### src/rtl/sync_fifo_param_pkg.sv
// Shared helpers for the parametrised FIFO slice.
// Kept separate so tool flows without $clog2 can still size the pointers.
package sync_fifo_param_pkg;

   function automatic int fifo_clog2(input int value);
      int result = 0;
      int span = 1;
      while (span < value) begin
         span = span * 2;
         result++;
      end
      return result;
   endfunction

endpackage

### src/rtl/sync_fifo_param_ram.sv
// Simple dual-port RAM: synchronous write, asynchronous read.
// Contents are intentionally not reset.
module dual_port_ram #(
   parameter int DATA_WIDTH = 8,
   parameter int ADDR_WIDTH = 4
) (
   input  logic                  clk,
   input  logic                  we,
   input  logic [ADDR_WIDTH-1:0] w_addr,
   input  logic [DATA_WIDTH-1:0] w_data,
   input  logic [ADDR_WIDTH-1:0] r_addr,
   output logic [DATA_WIDTH-1:0] r_data
);

   logic [DATA_WIDTH-1:0] mem [2**ADDR_WIDTH];

   always_ff @(posedge clk) begin
      if (we) begin
         mem[w_addr] <= w_data;
      end
   end

   assign r_data = mem[r_addr];

endmodule

### src/rtl/sync_fifo_param.sv
// Synchronous FIFO of arbitrary depth with fill count, threshold flags,
// sticky error flags and selectable first-word-fall-through read.
module sync_fifo_param
   import sync_fifo_param_pkg::*;
#(
   parameter  int DATA_WIDTH = 8,
   parameter  int DEPTH      = 13,
   parameter  int AFULL_TH   = 11,
   parameter  int AEMPTY_TH  = 2,
   parameter  int FWFT       = 1,
   localparam int AW         = fifo_clog2(DEPTH)
) (
   input  logic                  clk,
   input  logic                  reset_n,
   input  logic                  wr_en,
   input  logic [DATA_WIDTH-1:0] wr_data,
   input  logic                  rd_en,
   output logic [DATA_WIDTH-1:0] rd_data,
   output logic                  rd_valid,
   output logic                  full,
   output logic                  empty,
   output logic                  almost_full,
   output logic                  almost_empty,
   output logic [AW:0]           count,
   output logic                  overflow,
   output logic                  underflow,
   input  logic                  clr_err
);

   localparam logic [AW-1:0] LAST_PTR   = AW'(DEPTH - 1);
   localparam logic [AW:0]   DEPTH_CNT  = (AW+1)'(DEPTH);
   localparam logic [AW:0]   AFULL_CNT  = (AW+1)'(AFULL_TH);
   localparam logic [AW:0]   AEMPTY_CNT = (AW+1)'(AEMPTY_TH);

   logic [AW-1:0]         wr_ptr;
   logic [AW-1:0]         rd_ptr;
   logic [DATA_WIDTH-1:0] ram_rdata;
   logic                  wr_acc;
   logic                  rd_acc;

   assign full         = (count == DEPTH_CNT);
   assign empty        = (count == '0);
   assign almost_full  = (count >= AFULL_CNT);
   assign almost_empty = (count <= AEMPTY_CNT);

   assign wr_acc = wr_en && !full;
   assign rd_acc = rd_en && !empty;

   dual_port_ram #(
      .DATA_WIDTH (DATA_WIDTH),
      .ADDR_WIDTH (AW)
   ) u_ram (
      .clk    (clk),
      .we     (wr_acc),
      .w_addr (wr_ptr),
      .w_data (wr_data),
      .r_addr (rd_ptr),
      .r_data (ram_rdata)
   );

   // Pointers wrap explicitly at DEPTH-1 because DEPTH need not be a power of two.
   always_ff @(posedge clk or negedge reset_n) begin
      if (!reset_n) begin
         wr_ptr <= '0;
         rd_ptr <= '0;
         count  <= '0;
      end else begin
         if (wr_acc) begin
            wr_ptr <= (wr_ptr == LAST_PTR) ? '0 : wr_ptr + 1'b1;
         end
         if (rd_acc) begin
            rd_ptr <= (rd_ptr == LAST_PTR) ? '0 : rd_ptr + 1'b1;
         end
         case ({wr_acc, rd_acc})
            2'b10:   count <= count + 1'b1;
            2'b01:   count <= count - 1'b1;
            default: count <= count;
         endcase
      end
   end

   // Setting takes priority over clr_err so an error in the clearing cycle is not lost.
   always_ff @(posedge clk or negedge reset_n) begin
      if (!reset_n) begin
         overflow  <= 1'b0;
         underflow <= 1'b0;
      end else begin
         if (wr_en && full) begin
            overflow <= 1'b1;
         end else if (clr_err) begin
            overflow <= 1'b0;
         end
         if (rd_en && empty) begin
            underflow <= 1'b1;
         end else if (clr_err) begin
            underflow <= 1'b0;
         end
      end
   end

   generate
      if (FWFT != 0) begin : g_fwft
         assign rd_data  = ram_rdata;
         assign rd_valid = !empty;
      end else begin : g_registered
         always_ff @(posedge clk or negedge reset_n) begin
            if (!reset_n) begin
               rd_data  <= '0;
               rd_valid <= 1'b0;
            end else begin
               rd_valid <= rd_acc;
               if (rd_acc) begin
                  rd_data <= ram_rdata;
               end
            end
         end
      end
   endgenerate

endmodule

### config.mk
export PLATFORM = sky130hd
export DESIGN_NAME = sync_fifo_param
export DESIGN_NICKNAME = d
export VERILOG_FILES = /design/src/rtl/sync_fifo_param_pkg.sv /design/src/rtl/sync_fifo_param_ram.sv /design/src/rtl/sync_fifo_param.sv
export SDC_FILE = /design/constraint.sdc
export NUM_CORES = 1
export LEC_CHECK = 0
export BUFFER_PORTS_ARGS = -buffer_cell sky130_fd_sc_hd__buf_2
export CAP_MARGIN = 30
export CORE_UTILIZATION = 50
export DETAILED_ROUTE_END_ITERATION = 16
export PLACE_DENSITY = 0.75
export RECOVER_POWER = 25
export SYNTH_ARGS = -nofsm -noshare
export SYNTH_HDL_FRONTEND = slang
export SYNTH_HIERARCHICAL = 1
export SYNTH_SLANG_ARGS = --single-unit
### constraint.sdc
create_clock -name clk -period 3.1 [get_ports clk]
set_input_delay 0.155 -clock clk [delete_from_list [all_inputs] [get_ports clk]]
set_output_delay 0.155 -clock clk [all_outputs]
set_load 0.01 [all_outputs]
==> impl_results.md, run 1 <==
* Status: complete, but fails checks
* Failing checks: design-rule violations
* Die span in y at 111 um
* Final Hold Viols at 0
* Num ports at 33
* Hold slack final at 0.0775 ns
* Top delay family on crit path: simple AND/OR/NAND/NOR gates
* Synth Flop Type: edfxtp_1
* Setup_tns at 0 ns
* Post-Syn Area per Cell at 18.7 um2
* Most common cell in the netlist: edfxtp_1
* Gr usage total at 0.198
* # clock sinks at 143
* Crit-path most repeated cell: ha_1
* Post-CTS sizing at 0
* Final Max Slew Viols at 0
* Reg2reg end: count[4]$_DFFE_PN0P_
* Hold EP: overflow$_DFFE_PN0P_
* Gr ovfl total at 0
* CP max FO at 8
* TritonCTS Buffers at 17
* Area leader, netlist: edfxtp_1
* DP HPWL at 6860 um
* Leakage at 2.44 nW
* Avg WL per Cell at 20.7 um
* Antenna violations before repair at 0
* CTS root buffer: clkbuf_16
* Initial DRC Count at 333
* Antenna Cells at 0
* R2r setup slk at 0.27 ns
* Slowest stage cell, crit path: or4_1
* Largest net degree at the start of global routing at 37
* Mapped Area at 0.00595 mm2
* Asr flop ratio synth at 0.105
* Synth Register Bits at 143
* Arrival @ worst endpoint at 3.10 ns
* Worst vdd ir at 358 uV
* CTS max path bufs at 2
* F_max at 353 MHz
* Final Skew at 0.0115 ns
* Post-synth cell types at 46
* Worst setup SP type: register
* DRC at 2
* Post-synth top cells: edfxtp_1, mux4_2, a22oi_1
* Fraction of layout cells with a size suffix above 1 at 0.247
* Slew margin rel. at 0.431
* WHS Path Cells at 3
* Routed vias/inst at 5.78
* DR vias at 3071
* Ys Warns at 6
* Area share of the largest cell type after synthesis at 0.646
* GPL Wtd Cong at 0.677
* First-pass GRT wire length at 17600 um
* Sequential fraction of the synthesis area at 0.709
* H-tree levels at 4
* Final min period at 2.83 ns
* Tcrit/Tclk final at 0.913
* Area Growth Syn to Fin at 16.1%
* Buf/Inv on CP at 1
* Initial core utilization at 0.516
* Drt first pass iters at 10
* Crit Reg-Reg Startpoint: count[2]$_DFFE_PN0P_
* Die W at 111 um
* Routed wire length at 11000 um
* Crit path cell chain: or3_4 > o31ai_4 > inv_1 > ha_1 > ha_1 > nor2b_1 > or4_1 > nand3_1 > o311ai_0
* Critical Path Sink Type: register
* PwrDens at 913 mW/mm2
* Worst-path clk slew at 0.06 ns
* Mapped Nets at 340
* Port-buffer cells at 32
* Syn Inst Count at 318
* Final nets at 399
* Crit path kind: reg -> reg
* Vias in the first global route at 3166
* Final setup viols at 0
* Hold Path Origin: clr_err
* Routed Antenna Nets at 0
* CP Data Required Time at 3.37 ns
* Post-synth EDFFs at 128
* Worst skew pair latency at 0.41 ns
* CP max stage delay at 0.46 ns
* Placeable Area at 0.0115 mm2
* Tightest Pin Transition at 0.850 ns
* TritonCTS clock tree: done
* Crit path from: count[2]$_DFFE_PN0P_
* Max-cap viol count at 0
* RSZ-0062 raised after global routing: false
* Row count at 39
* Worst reg-to-reg path cell count at 9
* Die area at 0.0123 mm2
* Min-delay worst type: in -> reg
* Largest cells by area after synthesis: edfxtp_1, mux4_2, dfrtp_1
-- layer usage --
metal  part of all wire  up-vias  GRT usage
met2               0.51       89      0.320
li1                   -     1412          -
met1               0.41     1562      0.253
met3              0.066        8     0.0508
met5                  0        -          0
met4             0.0075        0     0.0928
-- worst max path at each step --
stage,end,cells past startpoint
2_1_floorplan,count[4]$_DFFE_PN0P_,9
3_3_place_gp,count[4]$_DFFE_PN0P_,9
3_5_place_dp,count[4]$_DFFE_PN0P_,9
4_1_cts,count[4]$_DFFE_PN0P_,9
5_1_grt,count[4]$_DFFE_PN0P_,9
6_report,count[4]$_DFFE_PN0P_,9
-- stage by stage --
| stage | setup WS, ns | cell area, um2 | cells | util | power, W |
|---|---|---|---|---|---|
| floorplan | 0.353 | 5950 | 318 | - | 0.00391 |
| finish | 0.270 | 6900 | 531 | 0.599 | 0.00630 |
| global placement | 0.415 | 6330 | 498 | 0.550 | 0.00442 |
| CTS | 0.272 | 6910 | 531 | 0.600 | 0.00636 |
| detailed placement | 0.281 | 6330 | 498 | 0.550 | 0.00448 |
| global route | 0.112 | 6900 | 531 | 0.599 | 0.00663 |
-- where the power goes --
| group | total [W] | internal (W) | leakage [nW] | switching, W |
|---|---|---|---|---|
| combinational | 0.00184 | 0.000883 | 0.838 | 0.000955 |
| clock | 0.00187 | 0.00116 | 0.259 | 0.000711 |
| sequential | 0.00259 | 0.00235 | 1.34 | 0.000246 |
| total | 0.00630 | 0.00439 | 2.44 | 0.00191 |
-- registers in the layout, indices dropped and copies added, names as in the netlist --
name	flops
underflow	1
rd_ptr	4
u_ram/mem	128
count	5
wr_ptr	4
overflow	1
-- worst min-delay path, stage by stage --
cell,delay [ns]
buf_2,0.09
inv_1,0.07
a22o_1,0.13
-- kinds of logic (layout without fill, tap and decap cells) --
family                   Yosys count  count (layout)  synth area share
multiplexers                      34              34             0.134
XOR/XNOR                           3               3           0.00442
AND/OR/NAND/NOR                   56              56            0.0486
flip-flops                       143             143             0.709
buffers and inverters             24              94            0.0242
adder cells (fa/ha/maj)            9               9            0.0202
AO/OA/AOI/OAI                     49              49            0.0587
-- what timing repair did --
| item | in CTS | in global routing |
|---|---|---|
| buffers inserted | 0 | 0 |
| endpoints found under the hold margin | 17 | 0 |
| hold buffers | 3 | 0 |
| endpoints found under the setup margin | 0 | 0 |
-- cells in the final DEF, fill, tap and decap left out, types with 6 or more instances in the layout --
cell,n
o21ai_0,14
a22oi_1,16
buf_4,17
inv_1,11
nor2_1,14
nand2_1,14
mux4_2,18
mux4_1,14
clkbuf_1,7
dfrtp_1,14
nor3_1,6
buf_2,25
edfxtp_1,128
clkbuf_16,17
ha_1,8
-- final cells by class --
type	count	area [um2]
Sequential cell	143	4220
Inverter	11	41.3
Fill cell	807	4610
Timing Repair Buffer	53	329
Multi-Input combinational cell	151	1580
Tap cell	143	179
Clock buffer	17	425
Clock inverter	13	124
Note: power is estimated with default switching activity, not from simulation.
==> run 2: changes to the inputs <==
- PLACE_DENSITY: 0.75 -> default
- PLACE_DENSITY_LB_ADDON: default -> 0.2
==> impl_results.md, run 2 (synthesis gave the netlist of run 1 again) <==
* Status: complete, but fails checks
* Failing checks: design-rule violations
* Crit path from: count[2]$_DFFE_PN0P_
* Port-buffer cells at 32 (unchanged)
* Final Hold Viols at 0 (unchanged)
* Placeable Area at 0.0115 mm2 (unchanged)
* F_max at 361 MHz (+2.2%)
* CTS root buffer: clkbuf_16
* Largest register by flop count: u_ram/mem
* Area occupied by multi-input gates at 0.00158 mm2 (unchanged)
* Largest net degree at the start of global routing at 29 (-22%)
* Num ports at 33 (unchanged)
* TritonCTS Buffers at 17 (unchanged)
* Tightest Pin Transition at 0.709 ns (-0.141 ns)
* Setup_tns at 0 ns (unchanged)
* Fill cell count at 859 (+6.4%)
* Vias in the first global route at 3195 (+0.92%)
* Max reg flops at 128 (unchanged)
* DP HPWL at 7190 um (+4.8%)
* Most common cell after layout, fill and taps aside: edfxtp_1
* Post-place setup slack at 0.326 ns (+0.0448 ns)
* Worst-path clk slew at 0.05 ns (about the same)
* CP Data Required Time at 3.37 ns (about the same)
* Crit Reg-Reg Startpoint: count[2]$_DFFE_PN0P_
* Max-cap viol count at 0 (unchanged)
* Top delay family on crit path: simple AND/OR/NAND/NOR gates
* Die W at 111 um (unchanged)
* Worst skew pair latency at 0.41 ns (about the same)
* Gr ovfl total at 0 (unchanged)
* PwrDens at 918 mW/mm2 (+0.57%)
* Post-CTS Hold Buffers at 2 (-1)
* Crit-path most repeated cell: ha_1
* Most frequent cells in the layout: edfxtp_1, buf_2, buf_4, mux4_2, clkbuf_16
* Crit path kind: reg -> reg
* Fraction of layout cells with a size suffix above 1 at 0.256 (+0.00833)
* Initial core utilization at 0.516 (unchanged)
* Routed vias/inst at 5.76 (-0.37%)
* Seq. cell area at 0.00422 mm2 (unchanged)
* Final min period at 2.77 ns (-0.0607 ns)
* Final Max Slew Viols at 0 (unchanged)
* Routed wire length at 11200 um (+2.0%)
* Final nets at 400 (+0.25%)
* Row count at 39 (unchanged)
* # clock sinks at 143 (unchanged)
* Slowest stage cell, crit path: or4_1
* RSZ-0062 raised after global routing: false
* Buf/Inv on CP at 1 (unchanged)
* H-tree levels at 4 (unchanged)
* Initial DRC Count at 185 (-44%)
* TritonCTS clock tree: done
* Avg WL per Cell at 21.0 um (+1.4%)
* DR vias at 3077 (+0.20%)
* Arrival @ worst endpoint at 3.04 ns (-0.06 ns)
* Routed Antenna Nets at 0 (unchanged)
* Crit path cell chain: or3_4 > o31ai_4 > inv_1 > ha_1 > ha_1 > nor2b_1 > or4_1 > nand3_1 > o311ai_0
* Area Growth Syn to Fin at 16.5%
* Post-CTS sizing at 0 (unchanged)
* Die span in y at 111 um (unchanged)
* Drt first pass iters at 10 (unchanged)
* Worst setup SP type: register
* Final setup viols at 0 (unchanged)
* CTS max path bufs at 2 (unchanged)
* Post-CTS Setup Bufs at 0 (unchanged)
* Leakage at 2.46 nW (+1.1%)
* Largest registers: u_ram/mem x128, count x5
* Gr usage total at 0.199 (+0.00101)
* Worst Slack Setup Final at 0.331 ns (+0.0607 ns)
* Worst vdd ir at 432 uV (+21%)
* Min-delay worst type: in -> reg
* Tcrit/Tclk final at 0.893 (-0.0196)
* Antenna violations before repair at 0 (unchanged)
* Antenna Cells at 0 (unchanged)
* CP max stage delay at 0.47 ns (about the same)
* Final Skew at 0.0139 ns (+0.00241 ns)
* DRC at 6 (+4)
* First-pass GRT wire length at 17600 um (about the same)
* Slew margin rel. at 0.525 (+0.0943)
* Critical Path Sink Type: register
* Die area at 0.0123 mm2 (unchanged)
* Hold Path Origin: rd_en
* GPL Wtd Cong at 0.752 (+11%)
* CP max FO at 8 (unchanged)
-- run 2: cell count changes in the layout (fill, tap and decap cells not counted), moves of 2 or more --
cell | previous run | this run
clkinvlp_4 | 3 | 1
clkinv_2 | 1 | 5
clkbuf_1 | 7 | 12
clkinv_1 | 5 | 0
-- run 2: metrics by stage --
step           area [um2]  power, W  hold WS (ns)  instances  utilization
5_1_grt              6930   0.00668        0.0366        534        0.601
4_1_cts              6930   0.00643        0.0160        534        0.602
2_1_floorplan        5950   0.00391        -0.141        318            -
3_3_place_gp         6360   0.00448        0.0827        500        0.552
3_5_place_dp         6360   0.00453        0.0882        500        0.552
6_report             6930   0.00636        0.0210        534        0.601
-- run 2: path summary, 6_finish.rpt --
path | endpoint | slack (ns) | cells after the start
worst max-delay path | count[4]$_DFFE_PN0P_ | 0.33 | 9
worst min-delay path | underflow$_DFFE_PN0P_ | 0.02 | 2
worst max register to register | count[4]$_DFFE_PN0P_ | 0.33 | 9
worst min register to register | overflow$_DFFE_PN0P_ | 0.50 | 1
max in group asynchronous | rd_ptr[0]$_DFFE_PN0P_ | 2.65 | 2
min in group asynchronous | count[0]$_DFFE_PN0P_ | 0.18 | 2
-- run 2: worst register-to-register path, stage by stage, from the launching register on --
cell and delay, ns:
dfrtp_1 0.44, or3_4 0.43, o31ai_4 0.18, inv_1 0.08, ha_1 0.29, ha_1 0.36
nor2b_1 0.16, or4_1 0.47, nand3_1 0.09, o311ai_0 0.12
-- run 2: final cells by class --
type	instances	area share
multi-input cells	151	0.229
clock inverters	8	0.0134
repair buffers	54	0.0502
flip-flops and latches	143	0.609
clock buffers	24	0.0667
well taps	143	0.0258
inverters	11	0.00596
-- run 2: metal layers --
layer	wire, um	up-vias	global-route usage
met1	4880	1583	0.250
met5	0	-	0
met3	546	11	0.0492
met2	5640	69	0.338
li1	-	1414	-
met4	129	0	0.0703
-- run 2: where the power goes --
part	switching [W]	internal, W
registers	0.000267	0.00235
logic	0.000937	0.000908
clock network	0.000704	0.00120
